`src/rtl/parity_frame_tx.sv`:
```
// Purpose : serialises one byte as start, 8 data bits LSB first, parity, stop.
// Latency : tx drops to 0 on the accept edge; a frame takes 11*CLKS_PER_BIT cycles.
// Backpr. : din_ready is high only in IDLE, so an offered byte waits until the line is free.
//
// Ports:
//   clk, rst_n            - clock, synchronous active-low reset
//   din, din_valid, odd_sel / din_ready - byte offer (valid/ready) with parity mode
//   tx                    - registered serial line, idles high
//   busy, parity_bit, done - frame in progress, parity of the current or last frame,
//                            one-cycle pulse in the last cycle of the stop bit
module parity_frame_tx #(
    parameter int unsigned CLKS_PER_BIT = 4
) (
    input  logic       clk,
    input  logic       rst_n,
    input  logic [7:0] din,
    input  logic       din_valid,
    output logic       din_ready,
    input  logic       odd_sel,
    output logic       tx,
    output logic       busy,
    output logic       parity_bit,
    output logic       done
);

    localparam int unsigned TW = (CLKS_PER_BIT > 1) ? $clog2(CLKS_PER_BIT) : 1;
    localparam logic [TW-1:0] LAST = TW'(CLKS_PER_BIT - 1);

    typedef enum logic [2:0] {
        IDLE,
        START,
        DATA,
        PARITY,
        STOP
    } state_t;

    state_t        state_q, state_d;
    logic [TW-1:0] timer_q, timer_d;
    logic [2:0]    idx_q, idx_d;
    logic [7:0]    data_q, data_d;
    logic          par_q, par_d;
    logic          tx_q, tx_d;

    logic          bit_end;
    logic [2:0]    idx_nx;

    assign bit_end = (timer_q == LAST);
    assign idx_nx  = idx_q + 3'd1;

    assign din_ready  = (state_q == IDLE);
    assign busy       = (state_q != IDLE);
    assign tx         = tx_q;
    assign parity_bit = par_q;
    // Qualified by rst_n so that a frame cut short by reset never reports completion.
    assign done       = rst_n && (state_q == STOP) && bit_end;

    always_comb begin
        state_d = state_q;
        timer_d = timer_q;
        idx_d   = idx_q;
        data_d  = data_q;
        par_d   = par_q;
        tx_d    = tx_q;

        if (state_q == IDLE) begin
            timer_d = '0;
            idx_d   = 3'd0;
            tx_d    = 1'b1;
            if (din_valid) begin
                data_d  = din;
                // Even mode: XOR of the data; odd mode inverts it.
                par_d   = (^din) ^ odd_sel;
                state_d = START;
                tx_d    = 1'b0;
            end
        end else if (!bit_end) begin
            timer_d = timer_q + 1'b1;
        end else begin
            // Bit boundary: reload the timer and put the next bit on the line
            // in the same edge, so tx stays a pure register.
            timer_d = '0;
            case (state_q)
                START: begin
                    state_d = DATA;
                    idx_d   = 3'd0;
                    tx_d    = data_q[0];
                end
                DATA: begin
                    if (idx_q == 3'd7) begin
                        state_d = PARITY;
                        tx_d    = par_q;
                    end else begin
                        idx_d = idx_nx;
                        tx_d  = data_q[idx_nx];
                    end
                end
                PARITY: begin
                    state_d = STOP;
                    tx_d    = 1'b1;
                end
                default: begin
                    state_d = IDLE;
                    tx_d    = 1'b1;
                end
            endcase
        end
    end

    always_ff @(posedge clk) begin
        if (!rst_n) begin
            state_q <= IDLE;
            timer_q <= '0;
            idx_q   <= 3'd0;
            data_q  <= 8'd0;
            par_q   <= 1'b0;
            tx_q    <= 1'b1;
        end else begin
            state_q <= state_d;
            timer_q <= timer_d;
            idx_q   <= idx_d;
            data_q  <= data_d;
            par_q   <= par_d;
            tx_q    <= tx_d;
        end
    end

endmodule

```
`config.mk`:
```
export PLATFORM = sky130hd
export DESIGN_NAME = parity_frame_tx
export DESIGN_NICKNAME = d
export VERILOG_FILES = /design/src/rtl/parity_frame_tx.sv
export SDC_FILE = /design/constraint.sdc
export NUM_CORES = 1
export LEC_CHECK = 0
export ABC_AREA = 1
export BUFFER_PORTS_ARGS = -buffer_cell sky130_fd_sc_hd__buf_2
export CAP_MARGIN = 20
export CORE_ASPECT_RATIO = 0.9
export CORE_MARGIN = 8
export CORE_UTILIZATION = 55
export DETAILED_ROUTE_END_ITERATION = 6
export PLACE_DENSITY = 0.77
export SYNTH_ARGS = -nofsm -noshare
export SYNTH_HDL_FRONTEND = slang
export SYNTH_SLANG_ARGS = --single-unit
```
`constraint.sdc`:
```
create_clock -name clk -period 2.83 [get_ports clk]
set_input_delay 0.566 -clock clk [delete_from_list [all_inputs] [get_ports clk]]
set_output_delay 0.566 -clock clk [all_outputs]
set_load 0.02 [all_outputs]
```
## After elaboration in Yosys (flattened, before gate mapping)

Index checks and enable logic that the tools add are counted.

| word-level totals | value |
|---|---|
| flip-flop bits (word level) | 18 |
| input bits | 12 |

| cells by class | value |
|---|---|
| add/sub/neg operators | 2 |
| $lt $le $gt $ge | 1 |
| equality and inequality tests | 9 |
| muxes and demuxes | 14 |
| bitwise logic cells | 2 |
| reduce and logical (&&, ||, !) cells | 12 |

Operators by type and width:

| cell | count |
|---|---|
| $mux 3 | 5 |
| $pmux 3 s3 | 1 |
| $reduce_xor 8->1 | 1 |
| $eq 3x2->1 const B | 2 |
| $eq 3x3->1 const B | 2 |
| $pmux 3 s2 | 1 |
| $reduce_and 3->1 | 2 |
| $mux 1 | 5 |
| $lt 3x4->1 const B | 1 |
| $ne 2x2->1 const B | 2 |
| $reduce_bool 2->1 | 2 |
| $add 3x1->3 const B | 1 |
| $bmux 1 s3 | 1 |
| $eq 3x1->1 const B | 1 |
| $logic_not 3->1 | 1 |
| $ne 3x3->1 const B | 1 |
| $reduce_bool 3->1 | 1 |
| $reduce_or 3->1 | 1 |
| $add 2x1->2 const B | 1 |
| $eq 2x2->1 const B | 1 |
| $logic_and 1x1->1 | 2 |
| $pmux 1 s2 | 1 |
| $reduce_and 2->1 | 1 |
| $reduce_or 2->1 | 1 |
| 2 further kinds | 2 |

## Longest topological paths before layout

| depth | value |
|---|---|
| word-level depth | 7 |
| mapped depth | 10 |

## Worst setup path before layout

Ideal clock, no wire load.

| timing path | value |
|---|---|
| path kind | input -> output |
| start | in rst_n |
| end | out done |
| arrival | 1.120 ns |
| setup slack | 1.144 ns |
| cell stages on the path | 2 |
| buffers on the path | 0 |
| path through | inv_1 -> nor3_1 |

| between the ends | value |
|---|---|
| word-level cells in the longest chain between the ends | 2 |

RTL lines:

| item | RTL line | text |
|---|---|---|
| from (decl) | 15 | `input logic rst_n,` |
| $logic_and 1x1->1 (2 in series) | 55 | `assign done = rst_n && (state_q == STOP) && bit_end;` |
| to (decl) | 23 | `output logic done` |

Every way passes these cells.

## Worst setup path in the final report

| timing path | value |
|---|---|
| start | reg timer_q[0] |
| end | out done |

| between the ends | value |
|---|---|
| word-level cells in the longest chain between the ends | 2 |

RTL lines:

| item | RTL line | text |
|---|---|---|
| from (decl) | 38 | `logic [TW-1:0] timer_q, timer_d;` |
| from (signal assigned) | 119 | `timer_q <= timer_d;` |
| $eq 2x2->1 | 47 | `assign bit_end = (timer_q == LAST);` |
| $logic_and 1x1->1 | 55 |  |

Every way passes these cells.

==> results.md <==
- The clock passes through at most 2 buffers.
- The critical path is of the reg2out type.
- The synthesized netlist devotes 16.0% of its cell area to compound gates.
- The number of antenna diodes in the final layout is 0.
- The TritonCTS sink count is 18.
- Once the floorplan was initialized, standard cells occupied 56.5% of the core.
- The post-CTS clock slew at the launch and capture registers of the worst setup and hold paths is 0.09 ns.
- The mean routed wirelength per cell is 10.3 um.
- The actual slew at the worst max-slew pin is 0.293 ns.
- The routed design has 2020 um of wire.
- The number of warnings issued by yosys is 0.
- The number of nets handed over by synthesis was 170.
- The worst-case clock skew is 0.000519 ns.
- The total CTS buffers is 3.
- In this run the static leakage power is 0.000592 uW.
- The maximum number of pins on one net before global-route repair is 16.
- The worst hold-check slack is 0.463 ns.
- The worst-case vdd ir drop is 0.533 mV.
- The number of setup violations in the final report is 0.
- The count of nets after finishing is 188.
- The worst setup path is captured at an output port.
- The number of distinct standard cells referenced by the synthesized netlist is 26.
- The post-cts repair resize count is 0.
- The number of buffer cells added on primary ports is 16.
- The critical path data required time is 2.26 ns.
- Across the whole layout, storage elements account for 360 um^2.
- TritonCTS built the clock tree.
- The die outline height is 57.2 um.
- The share of synthesized cell area in full adder, half adder and majority cells is 3.61%.
- The top-level port count is 17.
- The run finished with clean final reports.
- The synthesized design contains 18 register bits.
- After global routing the overflow that remains totals 0.
- After clock tree synthesis, the setup repair step added 0 buffers.
- The number of buffers added to fix hold violations after cts is 0.
- In this run the number of H-tree levels came out at 1.
- The final number of max-transition violations is 0.
- The wire-length estimate of the detail-placed layout is 1650 um.
- The count of TritonRoute iterations in the first routing pass is 4.
- After detailed placement, the total cell area comes to 0.00113 mm^2.
- The average instance area after synthesis is 6.70 um^2.
- The synthesized netlist devotes 0.843% of its cell area to XOR and XNOR gates.
- The final antenna-violating net count is 0.
- The post-route netlist has 17.5% of its cells at a drive strength greater than 1.
- The path type of the worst min-delay path is reg2reg.
- In this run the standard cell core region covers 0.00184 mm^2.
- The area of the multi-input gates is 542 um^2.
- Of all nets on the critical path, the largest fanout is 4.
- The layout-stage area growth over the synthesis result is 11.0%.
- The wire length of the first global-routing pass is 3600 um.
- After synthesis, flip-flops and latches occupy 34.7% of the total area.
- Counting every instance in the synthesized netlist gives 155.
- The cell row count is 15.
- The total power is 882 uW.
- The initial antenna violation count was 0.
- The number of vias in the routed layout is 961.
- The total track usage is 12.9%.
- The buffer type at the clock tree root is clkbuf_4.
- The detail-routed via count per cell is 4.90.
- After synthesis, the share of cell area in mux cells is 0%.
- The detailed router finished its first iteration with 20 violations.
- With fillers left out, the area of the finished cells amounts to 0.00115 mm^2.
- The synthesized netlist devotes 31.7% of its cell area to simple gates.
- In the finished design, the share of the clock period the worst path needs comes to 65.7%.
- The number of global-route vias before repair is 889.
- Routability-driven placement finished with a final weighted congestion of 0.805.
- Max-cap violations in this run came to 0.
- Based on the critical path, the design can be clocked at up to 538 MHz.
- In this run the power density over the cells is 766 mW/mm^2.
- The count of endpoints failing hold in the final timing report is 0.
- The time the final worst path needs with I/O delays and setup is 1.86 ns.
- In this run the cell area of the synthesized design comes to 0.00104 mm^2.
- After synthesis, the largest family of logic cells by area is simple AND/OR/NAND/NOR gates.
- The clock reaches the later pin of the worst-skew pair after 0.29 ns.
- After detailed routing, the number of remaining DRC violations is 0.
- The worst setup path is launched from a flop.
- At the worst endpoint, the arrival time is 1.29 ns.
- The die area is 0.00354 mm^2.
- The floorplan die width is 61.8 um.
- The count of fill cells added during filler insertion is 190.
- Setup repair after global routing left no endpoint under its margin.
- The worst-case headroom to the max-slew limit is 80.5%.
- Summed over all failing endpoints, the final setup total negative slack is 0 ns.
==> path summary, 6_finish.rpt <==
check	startpoint	end	slack, ns	cells after the start
worst max-delay path	timer_q[0]	done	0.97	4
worst min-delay path	timer_q[0]	timer_q[0]	0.46	1
worst max register to register	idx_q[0]	state_q[0]	1.39	7
worst min register to register	timer_q[0]	timer_q[0]	0.46	1
==> flip-flops by register name, indices dropped and copies added (netlist names) <==
signal      count
data_q          8
idx_q           3
parity_bit      1
state_q         3
timer_q         2
tx              1
==> cell families after synthesis <==
family | Yosys count
buf+inv | 34
fa+ha+maj | 3
compound gates | 32
xor+xnor | 1
simple gates | 67
flops | 18
==> cells in the final DEF, fill, tap and decap left out, drive strengths merged, types with 2 or more instances in the layout <==
master   n
nand2   41
inv     31
dfxtp   18
a21oi   17
buf     16
o21ai   14
nand3   12
nor2     9
ha       3
clkbuf   3
nor3     2
==> cell usage after synthesis <==
library cell,instances,share of area (%)
nand2_1,38,14
inv_1,29,10
dfxtp_1,18,35
a21oi_1,16,7.7
nand3_1,11,5.3
o21ai_0,9,4.3
nor2_1,5,1.8
o21ai_1,5,2.4
ha_1,3,3.6
inv_2,2,0.72
nand2_2,2,1.2
nor2_4,2,2.2
nor3_1,2,0.96
a21oi_2,1,0.84
buf_2,1,0.48
buf_6,1,1.1
clkbuf_1,1,0.36
nand2_4,1,1.1
nand3_2,1,0.96
nand4_1,1,0.60
nor2_2,1,0.60
nor2_8,1,1.9
nor3b_1,1,0.72
o211ai_1,1,0.72
or2_1,1,0.60
xor2_1,1,0.84
==> critical path, stage by stage, from the launching register on <==
cell,delay [ns]
dfxtp_1,0.36
ha_1,0.23
nand3_1,0.09
nor3_1,0.13
buf_2,0.19
==> per-layer routing <==
layer	global-route usage (%)	wire length, um	up-vias	share of wire, %
met1	14.7	934	420	46
met2	21.6	960	20	48
li1	-	-	519	-
met4	2.92	25	0	1.2
met3	5.16	97	2	4.8
met5	0	0	-	0
==> report_power, final <==
part | switching, uW | leakage, uW | internal (uW)
clock | 74.1 | 0.0000138 | 49.5
sequential | 38.7 | 0.000148 | 314
combinational | 273 | 0.000430 | 133
==> final cells by class <==
class                      instances  area share [%]
tap                               25            2.71
inverter                          31            10.1
sequential                        18            31.3
multi-input combinational        103            47.0
clock buffer                       3            1.95
timing repair buffer              16            6.95
==> stage by stage <==
stage	util (%)	std cells	worst slack [ns]
after floorplan	-	155	1.14
after global placement	61.4	193	1.02
after detailed placement	61.4	193	1.01
after CTS	62.7	196	0.978
after global routing	62.7	196	0.866
final	62.7	196	0.971
Note: power is estimated with default switching activity, not from simulation.
